**config.mk**
```make
export PLATFORM = sky130hd
export DESIGN_NAME = ins_fetcher
export DESIGN_NICKNAME = d
export VERILOG_FILES = /design/src/rtl/ins_fetcher_pkg.sv /design/src/rtl/ins_fetcher_icache.sv /design/src/rtl/ins_fetcher.sv
export SDC_FILE = /design/constraint.sdc
export NUM_CORES = 1
export LEC_CHECK = 0
export BUFFER_PORTS_ARGS = -buffer_cell sky130_fd_sc_hd__buf_2
export CAP_MARGIN = 20
export CELL_PAD_IN_SITES_DETAIL_PLACEMENT = 0
export CELL_PAD_IN_SITES_GLOBAL_PLACEMENT = 1
export CORE_MARGIN = 2
export CORE_UTILIZATION = 47
export DETAILED_ROUTE_END_ITERATION = 10
export PLACE_DENSITY = 0.8
export REMOVE_ABC_BUFFERS = 1
export SETUP_SLACK_MARGIN = 0.1
export SLEW_MARGIN = 20
export SYNTH_ARGS = -nofsm -noshare
export SYNTH_HDL_FRONTEND = slang
export SYNTH_HIERARCHICAL = 1
export SYNTH_SLANG_ARGS = --single-unit
export TNS_END_PERCENT = 50
```
**constraint.sdc**
```tcl
create_clock -name clk -period 8.2 [get_ports clk]
set_input_delay 0.82 -clock clk [delete_from_list [all_inputs] [get_ports clk]]
set_output_delay 0.82 -clock clk [all_outputs]
set_load 0.02 [all_outputs]
```
**src/rtl/ins_fetcher_pkg.sv**
```systemverilog
// Shared widths, FSM state type and PC helper for the instruction fetcher.
package ins_fetcher_pkg;

  localparam int unsigned ADDR_WIDTH = 32;
  localparam int unsigned INS_WIDTH  = 32;

  // Word-aligned fetches: the two byte-offset bits never reach the cache.
  localparam int unsigned WORD_ADDR_WIDTH = ADDR_WIDTH - 2;

  typedef enum logic [1:0] {
    IDLE      = 2'd0,
    MISS_WAIT = 2'd1,
    DROP      = 2'd2
  } fetch_state_e;

  // Sequential next-PC; the add wraps naturally modulo 2^ADDR_WIDTH.
  function automatic logic [ADDR_WIDTH-1:0] next_pc(input logic [ADDR_WIDTH-1:0] pc);
    return pc + ADDR_WIDTH'(4);
  endfunction

endpackage

```
**src/rtl/ins_fetcher_icache.sv**
```systemverilog
// Direct-mapped instruction cache: one word per line, async read, single write port.
module icache
  import ins_fetcher_pkg::*;
#(
  parameter int unsigned INDEX_BITS = 4
) (
  input  logic                       clk_i,
  input  logic                       rst_i,
  input  logic [WORD_ADDR_WIDTH-1:0] rd_word_addr_i,
  output logic                       hit_o,
  output logic [INS_WIDTH-1:0]       rd_data_o,
  input  logic                       wr_en_i,
  input  logic [WORD_ADDR_WIDTH-1:0] wr_word_addr_i,
  input  logic [INS_WIDTH-1:0]       wr_data_i
);

  localparam int unsigned LINES = 1 << INDEX_BITS;
  localparam int unsigned TAG_W = WORD_ADDR_WIDTH - INDEX_BITS;

  logic [LINES-1:0]     valid_q;
  logic [TAG_W-1:0]     tag_q  [LINES];
  logic [INS_WIDTH-1:0] data_q [LINES];

  logic [INDEX_BITS-1:0] rd_idx;
  logic [TAG_W-1:0]      rd_tag;
  logic [INDEX_BITS-1:0] wr_idx;
  logic [TAG_W-1:0]      wr_tag;

  assign rd_idx = rd_word_addr_i[INDEX_BITS-1:0];
  assign rd_tag = rd_word_addr_i[WORD_ADDR_WIDTH-1:INDEX_BITS];
  assign wr_idx = wr_word_addr_i[INDEX_BITS-1:0];
  assign wr_tag = wr_word_addr_i[WORD_ADDR_WIDTH-1:INDEX_BITS];

  // Lookup is combinational so a hit can issue in the same cycle the PC is presented.
  always_comb begin
    hit_o     = valid_q[rd_idx] && (tag_q[rd_idx] == rd_tag);
    rd_data_o = data_q[rd_idx];
  end

  // Valid bits are the only cache state that needs clearing on reset.
  always_ff @(posedge clk_i) begin
    if (rst_i) begin
      valid_q <= '0;
    end else if (wr_en_i) begin
      valid_q[wr_idx] <= 1'b1;
    end
  end

  // Tag and data storage; contents are meaningless until the valid bit is set.
  always_ff @(posedge clk_i) begin
    if (wr_en_i) begin
      tag_q[wr_idx]  <= wr_tag;
      data_q[wr_idx] <= wr_data_i;
    end
  end

endmodule

```
**src/rtl/ins_fetcher.sv**
```systemverilog
// Instruction fetcher: sequential PC, I-cache hit path, miss handling with
// redirect-driven abort of in-flight memory requests.
module ins_fetcher
  import ins_fetcher_pkg::*;
#(
  parameter int unsigned ICACHE_INDEX_BITS = 4
) (
  input  logic                  clk,
  input  logic                  rst,
  input  logic                  rdy,
  output logic                  enable_to_mem,
  output logic [ADDR_WIDTH-1:0] addr_to_mem,
  input  logic                  enable_from_mem,
  input  logic [INS_WIDTH-1:0]  ins_from_mem,
  input  logic                  stall_from_issue,
  input  logic                  jump_enable,
  input  logic [ADDR_WIDTH-1:0] jump_addr,
  output logic                  ins_valid,
  output logic [INS_WIDTH-1:0]  ins_out,
  output logic [ADDR_WIDTH-1:0] pc_out
);

  fetch_state_e          state_q;
  logic [ADDR_WIDTH-1:0] pc_q;
  logic                  mem_en_q;
  logic [ADDR_WIDTH-1:0] mem_addr_q;
  logic                  ins_valid_q;
  logic [INS_WIDTH-1:0]  ins_q;
  logic [ADDR_WIDTH-1:0] pc_out_q;

  logic                  cache_hit;
  logic [INS_WIDTH-1:0]  cache_data;
  logic                  fill_en_d;
  logic [ADDR_WIDTH-1:0] pc_next_d;

  assign pc_next_d = next_pc(pc_q);

  // A fill is only accepted for the request still wanted: a redirect in the
  // same cycle discards it, and a response during DROP never matches this state.
  always_comb begin
    fill_en_d = rdy && !rst && !jump_enable && (state_q == MISS_WAIT) && enable_from_mem;
  end

  icache #(
    .INDEX_BITS (ICACHE_INDEX_BITS)
  ) u_icache (
    .clk_i          (clk),
    .rst_i          (rst),
    .rd_word_addr_i (pc_q[ADDR_WIDTH-1:2]),
    .hit_o          (cache_hit),
    .rd_data_o      (cache_data),
    .wr_en_i        (fill_en_d),
    .wr_word_addr_i (pc_q[ADDR_WIDTH-1:2]),
    .wr_data_i      (ins_from_mem)
  );

  // Fetch FSM with registered outputs; redirect outranks every other event.
  always_ff @(posedge clk) begin
    if (rst) begin
      state_q     <= IDLE;
      pc_q        <= '0;
      mem_en_q    <= 1'b0;
      mem_addr_q  <= '0;
      ins_valid_q <= 1'b0;
      ins_q       <= '0;
      pc_out_q    <= '0;
    end else if (rdy) begin
      ins_valid_q <= 1'b0;
      if (jump_enable) begin
        pc_q     <= jump_addr;
        mem_en_q <= 1'b0;
        // Only an aborted request needs the extra quiet cycle before re-requesting.
        if (state_q == MISS_WAIT) begin
          state_q <= DROP;
        end else begin
          state_q <= IDLE;
        end
      end else begin
        unique case (state_q)
          IDLE: begin
            if (cache_hit) begin
              if (!stall_from_issue) begin
                ins_valid_q <= 1'b1;
                ins_q       <= cache_data;
                pc_out_q    <= pc_q;
                pc_q        <= pc_next_d;
              end
            end else begin
              mem_en_q   <= 1'b1;
              mem_addr_q <= pc_q;
              state_q    <= MISS_WAIT;
            end
          end
          MISS_WAIT: begin
            // The filled line issues through the hit path on a later cycle.
            if (enable_from_mem) begin
              mem_en_q <= 1'b0;
              state_q  <= IDLE;
            end
          end
          DROP: begin
            state_q <= IDLE;
          end
          default: begin
            state_q <= IDLE;
          end
        endcase
      end
    end
  end

  assign enable_to_mem = mem_en_q;
  assign addr_to_mem   = mem_addr_q;
  assign ins_valid     = ins_valid_q;
  assign ins_out       = ins_q;
  assign pc_out        = pc_out_q;

endmodule

```
==> summary.txt, run 1 <==
Detailed routing
  • DR pass1 iterations: 5
  • Detailed Route Iter0 Violations: 2,456
  • WL met1: 41.4 mm
  • Vias: 22,681
  • Met2 WL post-DR: 51.3 mm
  • Routed Antenna Nets: 0
  • Routed vias/inst: 6.04
  • Top sig layer: met5
  • DR WL met3: 8.10 mm
  • Routed wire length: 103 mm
  • DR WL/cell: 27.5 um
  • DRC Markers: 0

Synth
  • Dominant synthesized flop cell: edfxtp_1
  • Top post-synthesis cells by count: edfxtp_1, mux4_2, nand2_1, dfxtp_1, a21oi_1
  • Count of state elements after synthesis: 1,076
  • Area leader, netlist: edfxtp_1
  • Synth top area cells: edfxtp_1, mux4_2, dfxtp_1
  • Post-synthesis cell area: 41,800 um^2
  • Ys async rst share: 0
  • Count of unique library cells instantiated by Yosys: between 70 and 80
  • Most common cell in the netlist: edfxtp_1
  • Syn Area/Cell: 18.4 um^2
  • Synth Warn #: 6
  • Post-Syn Instances: 2,279
  • Top cell type's share of synthesized area: 0.666
  • Seq/Total Area, Yosys: 0.737
  • Number of synthesized flops with an enable pin: 928

Clock tree
  • Hold Buf Count CTS: 0
  • Clock buffer count from CTS: approximately 110
  • TritonCTS clock tree: yes
  • Clk sink count: 1,076
  • Clk Latency, worst-skew pair: 690 ps
  • Clk buf depth: 3
  • Root Driver: clkbuf_16
  • Clock-pin slew on the worst setup and hold paths: 60 ps
  • Cts repair resizes: 0
  • Postcts setup bufs: 0
  • H-tree depth: 3

Min path
  • Worst hold start: jump_addr[0]
  • Hold crit path type: primary input to register

STA
  • Tmin final: 6290 ps
  • Final setup violation count: 0
  • Slew headroom: 0.281
  • Worst-Margin Slew: roughly 1100 ps
  • Hold slack: 374 ps
  • Fin crit share: 0.767
  • Upper clock frequency limit: 0.159 GHz
  • Slew Viols, Final: 0
  • Setup TNS: 0 ps
  • Final Hold Vio Count: 0
  • Setup Skew: roughly 30 ps
  • RSZ-0062 raised after global routing: false

GRT
  • Largest net degree at the start of global routing: 85
  • Total grt overflow: 0
  • Vias in the first global route: 22,876
  • Global Route Usage Sum: 0.227
  • Initial antenna violation count: 2
  • First-pass GRT wire length: between 150 and 200 mm

Layout
  • Share of post-route cells with drive strength above 1: 0.273
  • Final #Nets: around 2,600
  • Area growth syn-to-layout: 14.1%
  • Number of inserted diodes: 0
  • Finished Core Util: 0.541

Floorplanning
  • IO Pins: between 150 and 200
  • Total die area: 91,400 um^2
  • Die H: between 300 and 400 um
  • FP Rows: 109
  • Initial core utilization: 0.474
  • Core area: between 80,000 and 90,000 um^2
  • Die width: 302 um

Flow run
  • Max cap viols: 0

Power
  • Cell Pwr Density: 239 nW/um^2
  • Total power: 11,400 uW
  • LEAKAGE: 0.0154 uW
  • VDD IR max: ~190 uV

Setup path
  • Critical path peak fanout: a little under 60
  • Crit path launch: pc_q[3]
  • WP data arrival: 6890 ps
  • Reg-to-Reg Start: pc_q[3]
  • Setup CP Type: register to register
  • CP Launch Type: register
  • CP Data Required Time: 8800 ps
  • Crit path capture type: register

Placed design
  • Routability cong.: 0.831
  • Post-DP HPWL: 58.2 mm
  • PortBufs: 167

Status
  • Status: completed
==> layout make-up <==
| class | count | area [um^2] |
|---|---|---|
| Clock buffer | 138 | 2850 |
| Clock inverter | 61 | 661 |
| Fill cell | 6657 | 40500 |
| Inverter | 16 | 61.3 |
| Multi-Input combinational cell | 1051 | 10400 |
| Sequential cell | 1076 | 30800 |
| Tap cell | 1165 | 1460 |
| Timing Repair Buffer | 247 | 1470 |
==> kinds of logic after synthesis <==
family                   Yosys count  share of synthesized area
adder cells (fa/ha/maj)            1                   0.000299
multiplexers                     309                      0.152
XOR/XNOR                          36                    0.00754
AND/OR/NAND/NOR                  475                     0.0517
flip-flops                      1076                      0.737
AO/OA/AOI/OAI                    230                     0.0336
buffers and inverters            152                     0.0174
==> power breakdown <==
| group | total (uW) | switching (uW) | internal [uW] |
|---|---|---|---|
| Combinational | 574 | 335 | 239 |
| Clock | 4850 | 2060 | 2790 |
| Sequential | 6000 | 38.1 | 5960 |
==> worst max-delay path: stages, from the launching register on <==
cell and delay [ps]:
dfxtp_4 950, buf_12 400, mux4_2 560, mux2i_1 220
xnor2_1 150, nand4_1 150, or4_1 520, a21oi_1 260
nor4b_2 590, nor4b_4 620, nand3_4 590, buf_4 510
nor4_1 340, a21oi_1 80, a21oi_1 140
==> cells in the final DEF, fill, tap and decap left out, types with 4 or more instances in the layout <==
cell type   synthesis  layout
buf_2              34     166
xor2_1             23      23
bufinv_16           0      10
buf_4              13      78
a31oi_1            18      18
nand2_1           258     258
clkbuf_1           78      25
nand2b_1            6       6
a21oi_1           124     124
nor4_1              7       6
nor2_4              0      12
nand3_1            40      39
a211oi_1            8       8
clkinvlp_4          0       4
dfxtp_1           148     144
and3_1             14      13
clkbuf_8            0       6
mux4_2            262     262
nor2b_1            14      14
nor3_1             13       9
clkbuf_16           0     107
o21ai_0            14      13
nand4_1            15      15
o211ai_1           12      12
or3_1               9       9
or4_1              10      10
a22oi_1            13      13
mux2i_1            46      46
xnor2_1            13      13
nor2_1             72      60
edfxtp_1          928     928
nor3_2              0       4
clkinv_2            1      22
clkinv_1            0      15
inv_1              12      12
==> routing by layer <==
layer  vias up  GRT usage
met2      1017      0.376
met5         -          0
met4         2     0.0589
met3       168     0.0371
met1     11924      0.315
li1       9570          -
==> stage by stage <==
step | cells | cell area [um^2] | setup slack (ps)
floorplan | 2143 | 41200 | -7670
global placement | 3555 | 44200 | 2040
detailed placement | 3555 | 44200 | 1980
CTS | 3754 | 47700 | 1950
global route | 3754 | 47700 | 1670
finish | 3754 | 47700 | 1910
==> flip-flops by register name, indices dropped and copies added, names as in the netlist <==
signal            count
ins_out              32
state_q               2
u_icache/tag_q      416
u_icache/data_q     512
ins_valid             1
addr_to_mem          32
pc_out               32
u_icache/valid_q     16
pc_q                 32
enable_to_mem         1
==> path summary, 6_finish.rpt <==
kind / depth (start not counted) / slack, ps / endpoint
max: 14 / 1910 / pc_q[11]
min: 3 / 370 / pc_q[0]
max reg2reg: 14 / 1910 / pc_q[11]
min reg2reg: 2 / 450 / addr_to_mem[1]
Power figures use the tool's default switching activity.
==> run 2, diff against run 1 <==
- PLACE_DENSITY: 0.8 -> 0.83
- clock period: 8.2 -> 5.1 ns (I/O delays scaled with it)
==> summary.txt, run 2 (synthesized netlist as in run 1, its figures left out) <==
Detailed routing
  • WL met1: 40.5 mm (was 41.4 mm)
  • Vias: 22,933 (was 22,681)
  • Routed Antenna Nets: 0 (unchanged)
  • Routed vias/inst: 6.06 (was 6.04)
  • Top sig layer: met5 (unchanged)
  • DR WL/cell: 27.9 um (was 27.5 um)
  • DRC Markers: 0 (unchanged)
  • DR WL met3: 8.64 mm (was 8.10 mm)
  • DR pass1 iterations: 5 (unchanged)
  • Detailed Route Iter0 Violations: 2,719 (was 2,456)
  • Met2 WL post-DR: 53.4 mm (was 51.3 mm)
  • Routed wire length: 105 mm (was 103 mm)

STA
  • Worst setup margin: 305 ps (was 1910 ps)
  • RSZ-0062 raised after global routing: false (unchanged)
  • Setup Skew: 50.1 ps (was 29.8 ps)
  • Final Hold Vio Count: 0 (unchanged)
  • Slew headroom: 0.269 (was 0.281)
  • Worst-Margin Slew: 1100 ps (was 1080 ps)
  • Final setup violation count: 0 (unchanged)
  • Fin crit share: 0.940 (was 0.767)
  • Slew Viols, Final: 0 (unchanged)
  • Tmin final: 4790 ps (was 6290 ps)
  • Upper clock frequency limit: 0.209 GHz (was 0.159 GHz)

Layout
  • Finished Core Util: 0.547 (was 0.541)
  • Fillers: 6,593 (was 6,657)
  • Design Area, Final: 48,200 um^2 (was 47,700 um^2)
  • Most frequent cells in the layout: edfxtp_1, mux4_2, nand2_1 (unchanged)
  • Register area: 30,800 um^2 (unchanged)
  • Share of post-route cells with drive strength above 1: 0.284 (was 0.273)
  • Top Registers: u_icache/data_q: 512 flops, u_icache/tag_q: 416 flops (unchanged)
  • Most flop-heavy register: u_icache/data_q (unchanged)
  • Area growth syn-to-layout: 15.3% (was 14.1%)
  • Final #Nets: 2,600 (was 2,568)
  • Max reg flops: 512 (unchanged)
  • Most common cell after layout, fill and taps aside: edfxtp_1 (unchanged)
  • Area of the multi-input gates: 10,400 um^2 (about the same)
  • Number of inserted diodes: 0 (unchanged)

Floorplanning
  • Initial core utilization: 0.474 (unchanged)
  • Total die area: 91,400 um^2 (unchanged)
  • FP Rows: 109 (unchanged)
  • IO Pins: 168 (unchanged)
  • Die width: 302 um (unchanged)
  • Die H: 302 um (unchanged)
  • Core area: 88,200 um^2 (unchanged)

Power
  • Sw power: 3930 uW (was 2430 uW)
  • Power share of the combinational group: 0.051 (was 0.050)
  • LEAKAGE: 0.0157 uW (was 0.0154 uW)
  • VDD IR max: 281 uV (was 192 uV)
  • Total power: 18,500 uW (was 11,400 uW)
  • Sequential Power Share: 0.521 (was 0.525)
  • Clock power share: 0.428 (was 0.425)
  • Int Pwr: 14,600 uW (was 8990 uW)
  • Cell Pwr Density: 384 nW/um^2 (was 239 nW/um^2)
  • Sw Share: 0.212 (was 0.213)

Clock tree
  • Hold Buf Count CTS: 0 (unchanged)
  • H-tree depth: 3 (unchanged)
  • Root Driver: clkbuf_16 (unchanged)
  • Clk sink count: 1,076 (unchanged)
  • Clk Latency, worst-skew pair: 680 ps (was 690 ps)
  • Clk buf depth: 3 (unchanged)
  • TritonCTS clock tree: yes (unchanged)
  • Clock buffer count from CTS: 104 (was 105)
  • Clock-pin slew on the worst setup and hold paths: 60 ps (about the same)

Setup path
  • Setup CP Type: register to register (unchanged)
  • Critical path peak fanout: 17 (was 59)
  • CP Data Required Time: 5700 ps (was 8800 ps)
  • Crit path capture type: register (unchanged)
  • CP Launch Type: register (unchanged)
  • WP data arrival: 5390 ps (was 6890 ps)

Placed design
  • Pre-CTS setup slack: 210 ps (was 1980 ps)
  • Routability cong.: 0.887 (was 0.831)
  • PortBufs: 167 (unchanged)
  • Dpl cell area: 44,600 um^2 (was 44,200 um^2)
  • Post-DP HPWL: 59.4 mm (was 58.2 mm)

Status
  • Status: completed (unchanged)

GRT
  • Largest net degree at the start of global routing: 62 (was 85)
  • Global Route Usage Sum: 0.229 (was 0.227)
  • Vias in the first global route: 23,313 (was 22,876)
  • Total grt overflow: 0 (unchanged)
  • First-pass GRT wire length: 153 mm (was 151 mm)
  • Initial antenna violation count: 3 (was 2)

Flow run
  • Max cap viols: 0 (unchanged)

Min path
  • Hold crit path type: primary input to register (unchanged)
run 2: cell types whose count changed in the layout (fill, tap and decap cells not counted), sizes merged:
cell	before	now
buf	247	280
clkinv	42	37
clkbuf	138	142
bufinv	10	13
clkinvlp	4	2
inv	21	19
run 2: routing by layer:
| layer | global-route usage | vias to the layer above |
|---|---|---|
| met1 | 0.304 | 11954 |
| met4 | 0.0699 | 6 |
| met2 | 0.390 | 1141 |
| li1 | - | 9618 |
| met5 | 0 | - |
| met3 | 0.0368 | 214 |
run 2: what timing repair did:
action / CTS / global route
setup endpoints to repair: 0 / 18
gates resized for setup: 0 / 0
setup buffers: 0 / 2
endpoints found under the hold margin: 0 / 0
run 2: path summary, 6_finish.rpt:
| path | startpoint | endpoint | slack (ps) | cells past startpoint |
|---|---|---|---|---|
| hold / removal | jump_addr[1] | pc_q[1] | 60 | 3 |
| setup / recovery | pc_q[2] | pc_q[20] | 310 | 17 |
| setup reg to reg | pc_q[2] | pc_q[20] | 310 | 17 |
| hold reg to reg | ins_out[10] | ins_out[10] | 450 | 2 |
run 2: critical path, cell delays in order (launching register included):
cell and delay, ps:
dfxtp_4 630, buf_12 250, mux4_2 530, a22oi_1 220
nand3_1 180, xor2_1 180, nor4_1 580, nand4_1 200
nor4b_2 330, buf_4 190, nor4b_4 200, buf_4 180
o21ai_1 210, buf_4 280, buf_4 130, nor3_1 130
mux2i_1 100, a31oi_1 150
run 2: cell type report:
cell class                      instances  area share
Clock buffer                          142      0.0594
Clock inverter                         55      0.0144
Inverter                               16     0.00127
Multi-Input combinational cell       1051       0.216
Sequential cell                      1076       0.639
Tap cell                             1165      0.0302
Timing Repair Buffer                  280      0.0397
run 2: through the flow:
step	instances	hold WS (ps)	setup TNS (ps)
2_1_floorplan	2143	435	-7885490
3_3_place_gp	3586	442	0
3_5_place_dp	3586	444	0
4_1_cts	3783	34.8	0
5_1_grt	3785	56.2	0
6_report	3785	62.5	0
run 2: power groups by stage:
stage	clock network (uW)	registers (uW)	logic, uW
after floorplan	0	9950	602
after global placement	0	9850	903
after detailed placement	0	9860	928
after CTS	8060	9670	932
after global routing	8360	9660	1000
final	7940	9660	944
